[src/rtl/countdown_timer_pkg.sv]
// Shared types and helpers for the loadable down-counting timer.
// Holds the FSM state encoding and the count-width function.
package countdown_timer_pkg;

    typedef enum logic {
        IDLE = 1'b0,
        RUN  = 1'b1
    } state_t;

    function automatic int cdt_width(input int max_count);
        return $clog2(max_count + 1);
    endfunction

endpackage

[src/rtl/tick_prescaler.sv]
// Divides the clock into one count tick every PRESCALE cycles while running.
// Only built when COUNTDOWN_TIMER_PRESCALER_EN is defined.
`ifdef COUNTDOWN_TIMER_PRESCALER_EN
module tick_prescaler #(
    parameter int PRESCALE = 1
) (
    input  logic clock,
    input  logic reset,
    input  logic clear,
    input  logic run,
    output logic tick
);

    localparam int PW = (PRESCALE > 1) ? $clog2(PRESCALE) : 1;
    localparam logic [PW-1:0] LAST = PW'(PRESCALE - 1);

    logic [PW-1:0] cnt_q;
    logic [PW-1:0] cnt_d;

    always_comb begin
        cnt_d = cnt_q;
        if (clear) begin
            cnt_d = '0;
        end else if (run) begin
            cnt_d = (cnt_q == LAST) ? '0 : cnt_q + PW'(1);
        end
    end

    always_ff @(posedge clock or posedge reset) begin
        if (reset) begin
            cnt_q <= '0;
        end else begin
            cnt_q <= cnt_d;
        end
    end

    assign tick = run && (cnt_q == LAST);

endmodule
`endif

[src/rtl/countdown_timer.sv]
// Loadable down-counter with one-shot/auto-reload modes, abort and a registered terminal pulse.
// Define COUNTDOWN_TIMER_PRESCALER_EN to count one step every PRESCALE clocks instead of every clock.
//
// state | meaning
// IDLE  | not counting, dout holds last value
// RUN   | counting down once per tick
module countdown_timer
    import countdown_timer_pkg::*;
#(
    parameter  int MAX      = 20,
    parameter  int PRESCALE = 1,
    localparam int W        = cdt_width(MAX)
) (
    input  logic         clock,
    input  logic         reset,
    input  logic         start,
    input  logic         stop,
    input  logic         reload_mode,
    input  logic [W-1:0] din,
    output logic         busy,
    output logic         zero_pulse,
    output logic [W-1:0] dout
);

    if (PRESCALE < 1) begin : g_prescale_invalid
        $error("countdown_timer: PRESCALE must be >= 1");
    end

    state_t         state_q, state_d;
    logic [W-1:0]   dout_q, dout_d;
    logic [W-1:0]   reload_q, reload_d;
    logic           mode_q, mode_d;
    logic           pulse_q, pulse_d;
    logic           tick;

`ifdef COUNTDOWN_TIMER_PRESCALER_EN
    tick_prescaler #(
        .PRESCALE (PRESCALE)
    ) u_tick_prescaler (
        .clock (clock),
        .reset (reset),
        .clear (start || stop || (state_d == IDLE)),
        .run   (state_q == RUN),
        .tick  (tick)
    );
`else
    assign tick = 1'b1;
`endif

    always_comb begin
        state_d  = state_q;
        dout_d   = dout_q;
        reload_d = reload_q;
        mode_d   = mode_q;
        pulse_d  = 1'b0;

        // A start with din == 0 completes immediately; shared by IDLE and RUN restart.
        if ((state_q == IDLE && start) || (state_q == RUN && start && !stop)) begin
            if (din != '0) begin
                state_d  = RUN;
                dout_d   = din;
                reload_d = din;
                mode_d   = reload_mode;
            end else begin
                state_d  = IDLE;
                dout_d   = '0;
                pulse_d  = 1'b1;
            end
        end else if (state_q == RUN) begin
            if (stop) begin
                state_d = IDLE;
            end else if (tick) begin
                if (dout_q > W'(1)) begin
                    dout_d = dout_q - W'(1);
                end else begin
                    pulse_d = 1'b1;
                    if (mode_q) begin
                        dout_d = reload_q;
                    end else begin
                        dout_d  = '0;
                        state_d = IDLE;
                    end
                end
            end
        end
    end

    always_ff @(posedge clock or posedge reset) begin
        if (reset) begin
            state_q  <= IDLE;
            dout_q   <= '0;
            reload_q <= '0;
            mode_q   <= 1'b0;
            pulse_q  <= 1'b0;
        end else begin
            state_q  <= state_d;
            dout_q   <= dout_d;
            reload_q <= reload_d;
            mode_q   <= mode_d;
            pulse_q  <= pulse_d;
        end
    end

    assign busy       = (state_q == RUN);
    assign zero_pulse = pulse_q;
    assign dout       = dout_q;

endmodule

[config.mk]
export PLATFORM = sky130hd
export DESIGN_NAME = countdown_timer
export DESIGN_NICKNAME = d
export VERILOG_FILES = /design/src/rtl/countdown_timer_pkg.sv /design/src/rtl/tick_prescaler.sv /design/src/rtl/countdown_timer.sv
export SDC_FILE = /design/constraint.sdc
export NUM_CORES = 1
export LEC_CHECK = 0
export CORE_MARGIN = 2
export CORE_UTILIZATION = 40
export DETAILED_ROUTE_END_ITERATION = 8
export PLACE_DENSITY = 0.66
export REMOVE_ABC_BUFFERS = 1
export SLEW_MARGIN = 0
export SYNTH_ARGS = -nofsm -noshare
export SYNTH_HDL_FRONTEND = slang
export SYNTH_SLANG_ARGS = --single-unit
[constraint.sdc]
create_clock -name clock -period 1.6 [get_ports clock]
set_input_delay 0.32 -clock clock [delete_from_list [all_inputs] [get_ports clock]]
set_output_delay 0.32 -clock clock [all_outputs]
set_load 0.1 [all_outputs]
# == Word level (Yosys, flattened, before mapping) ==
# Cells that the tools add are included.
# word_totals
input_bits,10
wordCells,35
out_inout_bits,7
regBits,13
# op_classes
n_bitwise,1
muxes,17
eq_ne,1
addsub,1
n_reduce_logical,9
magnitude_cmp,1
# op_table
cell,n
2-to-1 mux 5 bit,6
2-to-1 mux 1 bit,11
"> comparator 5 x 1 -> 1 bit, second input constant",1
nonzero test 5 bit,1
"subtractor 5 x 1 -> 5 bit, second input constant",1
AND reduction 2 bit,2
logical AND 1 bit,3
"!= test 2 x 1 -> 1 bit, second input constant",1
nonzero test 2 bit,1
zero test 1 bit,1
logical OR 1 bit,1
NOT 1 bit,1

# == Longest topological paths before layout ==
# depth
word_depth,5
mapped_depth,6

# == Least setup slack after synthesis ==
# Ideal clock, no wire load.
# synth_timing
path_kind,reg2reg
start,"reg dout_q[1], in the netlist dout[1]"
end,"reg dout_q[1], in the netlist dout[1]"
slack_ps,-686
synth_period_minus_slack_ps,2286
arrival_ps,2199
path_stages_with_launch,7
cell_sequence,dfrtp_1 > inv_1 > ha_1 > o21bai_1 > and2_1 > or3_1 > a32oi_1
# synth_via
elab_chain_len,5
# synth_rtl
item,line_no,text
from (decl),countdown_timer.sv:30,"logic [W-1:0] dout_q, dout_d;"
from (signal assigned),countdown_timer.sv:97,dout_q <= dout_d;
subtractor 5 x 1 -> 5 bit or > comparator 5 x 1 -> 1 bit (tied branches),"countdown_timer.sv:74, countdown_timer.sv:73",
2-to-1 mux 5 bit *,countdown_timer.sv:73,if (dout_q > W'(1)) begin
2-to-1 mux 5 bit *,countdown_timer.sv:70,if (stop) begin
2-to-1 mux 5 bit *,countdown_timer.sv:69,end else if (state_q == RUN) begin
2-to-1 mux 5 bit *,countdown_timer.sv:58,if ((state_q == IDLE && start) || (state_q == RUN && start && !stop)) begin
# Every way passes the cells marked *; elsewhere a longest branch is shown, timed or not. The select of a mux whose other input is x is not followed.
# A chain may end at the register's enable or synchronous reset.

# == Final worst setup path ==
# layout_timing
start,"reg dout_q[0], in the netlist dout[0]"
end,"reg dout_q[1], in the netlist dout[1]"
# The elaborated chain is that of the path after synthesis.

==> metrics.txt <==
outcome=finished clean; largest net degree at the start of global routing=14; nets@finish=123; Max Root-Sink Buffers=2; Area growth syn-to-layout=65.5%; Worst Path Max Fanout=5; Worst Path Required=1.80 ns; IO buf count=16; Setup CP Type=flip-flop to flip-flop; # IOs=17; slew margin rel.=0.662; RSZ-0062 raised after global routing=yes; Gate Count Post-Synth=70; leakage power=0.554 nW; Max Cap Viol=0; total iterations of the first detailed-routing run=4; overall power=2.37 mW; cts bufs inserted=3; vias in the first global route=719; Worst-path clk slew=0.08 ns; crit start category=flip-flop; # H-tree levels=1; Crit-path slowest cell=dfrtp_1; Die Width=46.8 um; Final GP Congestion=0.834; Clock Latency Late Sink=0.28 ns; Finished Core Util=0.703; Seq cells post-synth=13; reg2reg path depth=5; pre-CTS setup slack=-0.319 ns; Int Power=1.23 mW; Area after DPL=1140 sq um; TritonCTS Sinks=13; Tcrit/Tclk final=0.950; DRC violations left=0; Worst EP arrival=1.72 ns; initial antenna violation count=0; share of power burned in registers=0.220; first-pass GRT wire length=3.26 mm; nature of the critical path endpoint=flip-flop; Post-Syn Area=733 sq um; num rows=15; CP max stage delay=0.41 ns; Vias/cell=5.42; Initial Util=0.425; final wirelength=1.93 mm; Antenna Violating Nets Remaining=0; Achievable Freq=658 MHz; Detailed Route Iter0 Violations=21; Clock Skews=0.00137 ns; Switching Fraction=0.481; total number of vias=732; gr ovfl total=0; Cell Pwr Density=1950 nW/um^2; worst IR drop on VDD=0.00104 V; Seq/Total Area, Yosys=0.444; crit-path cells=ha_2 -> o21bai_4 -> and2_4 -> or3_1 -> a32oi_1; combinational power share=0.691; Yosys cell types=35; Hold Fails Final Rpt=0; Die Area=2190 sq um; Mapped Avg Cell Area=10.5 sq um; Wirelength per Cell=14.3 um; ant diodes=0; fin crit period=1.52 ns; Total GRT Usage=0.214; Finish-stage setup viols=0; die extent in y=46.8 um; NetSw=1.14 mW; layout cells sized above 1=0.400; post-route setup slack=0.0796 ns; Slew Limit Fails=0; Core ar.=1730 sq um; design area=1210 sq um; Hold Crit Class=input pin to async pin; worst-margin pin slew=0.506 ns; cell chosen for the clock root=clkbuf_4; Clk pwr share=0.089; DPL Wire Length=1.49 mm; TritonCTS clock tree=built; YS warnings=0
metal layers:
layer  part of all wire  vias to the layer above  GRT usage
li1                   -                      353          -
met2               0.50                       26      0.332
met4              0.016                        0     0.0944
met5                  0                        -          0
met1               0.43                      348      0.297
met3              0.051                        5     0.0308
per-stage QoR:
stage                     std cells  hold WS (ns)  TNS [ns]
after floorplan                  69         0.197     -3.75
after global placement          130         0.487     -1.95
after detailed placement        130         0.484     -2.14
after CTS                       134         0.376         0
after global routing            135         0.433  -0.00636
final                           135         0.356         0
flip-flops by register name (all words and copies together) (netlist names):
name and cells:
busy 1, zero_pulse 1, reload_q 5, mode_q 1, dout 5
worst max-delay path, delay by kind of cell, from the launching register on:
kind	cells	cell delay, ns
simple gates	2	0.46
fa+ha+maj	1	0.18
compound gates	2	0.39
flops	1	0.41
synthesized netlist by cell type:
cell | n | area, sq um
dfrtp_1 | 13 | 325
or3_1 | 1 | 6.26
o21bai_1 | 1 | 7.51
a31oi_1 | 2 | 12.5
nand4_1 | 2 | 12.5
o221a_2 | 1 | 11.3
o21ai_4 | 1 | 16.3
inv_1 | 4 | 15.0
nor3_1 | 2 | 10.0
a221oi_1 | 1 | 8.76
a21bo_1 | 1 | 10.0
ha_1 | 2 | 25.0
a22o_1 | 3 | 26.3
o2111ai_1 | 1 | 8.76
and2_1 | 1 | 6.26
a32oi_1 | 1 | 8.76
a22oi_1 | 2 | 15.0
mux2_2 | 1 | 11.3
nor2_1 | 5 | 18.8
o21ai_0 | 4 | 20.0
o211ai_1 | 1 | 7.51
buf_2 | 1 | 5.00
and3_1 | 2 | 12.5
xnor2_1 | 1 | 8.76
a32o_1 | 1 | 10.0
o21a_1 | 1 | 7.51
o32ai_1 | 1 | 8.76
nor2b_1 | 1 | 6.26
a21boi_4 | 1 | 18.8
nand2_1 | 5 | 18.8
a21oi_1 | 2 | 10.0
a22o_2 | 1 | 10.0
a211oi_1 | 1 | 7.51
mux2_4 | 1 | 15.0
or4_4 | 1 | 11.3
placed cells by master, fill, tap and decap left out, types with 2 or more instances in the layout:
cell type	n
a22oi_1	2
dlygate4sd2_1	2
a31oi_1	2
nor2_1	5
nand4_1	2
clkbuf_4	3
o21ai_0	4
nand2_1	5
a21oi_1	2
buf_4	20
clkdlybuf4s50_1	6
nor3_1	2
inv_1	3
buf_12	7
a22o_1	3
and3_1	2
dfrtp_1	13
power groups by stage:
stage | logic [mW] | clock network (mW) | registers, mW
finish | 1.64 | 0.212 | 0.521
global placement | 1.49 | 0 | 0.516
CTS | 1.52 | 0.216 | 0.517
global route | 1.73 | 0.230 | 0.536
detailed placement | 1.52 | 0 | 0.523
floorplan | 0.358 | 0 | 1.04
layout make-up:
cell class / instances / area (sq um)
multi-input cells: 52 / 424
well taps: 25 / 31.3
repair buffers: 37 / 392
fillers: 134 / 513
flip-flops and latches: 13 / 325
clock buffers: 4 / 26.3
inverters: 4 / 15.0
cell families (layout without fill, tap and decap cells):
group / after synthesis / after routing / synth area share
AO/OA/AOI/OAI: 27 / 27 / 0.307
AND/OR/NAND/NOR: 20 / 20 / 0.140
flip-flops: 13 / 13 / 0.444
buffers and inverters: 5 / 45 / 0.0273
adder cells (fa/ha/maj): 2 / 2 / 0.0341
multiplexers: 2 / 2 / 0.0358
XOR/XNOR: 1 / 1 / 0.0119
path summary, 6_finish.rpt:
kind                                   from     endpoint  slack [ns]
worst max-delay path                dout[0]      dout[1]        0.08
worst min-delay path                  reset   zero_pulse        0.36
worst max register to register      dout[0]      dout[1]        0.08
worst min register to register  reload_q[4]  reload_q[4]        0.52
max in group asynchronous             reset      dout[0]        0.91
min in group clock                   din[4]   zero_pulse        0.41
timing repair:
| item | CTS | global route |
|---|---|---|
| gates resized for setup | 2 | 10 |
| hold buffers | 0 | 0 |
| buffers inserted | 0 | 1 |
| pin swaps | 2 | 5 |
| setup endpoints to repair | 1 | 4 |
Note: power is estimated with default switching activity, not from simulation.
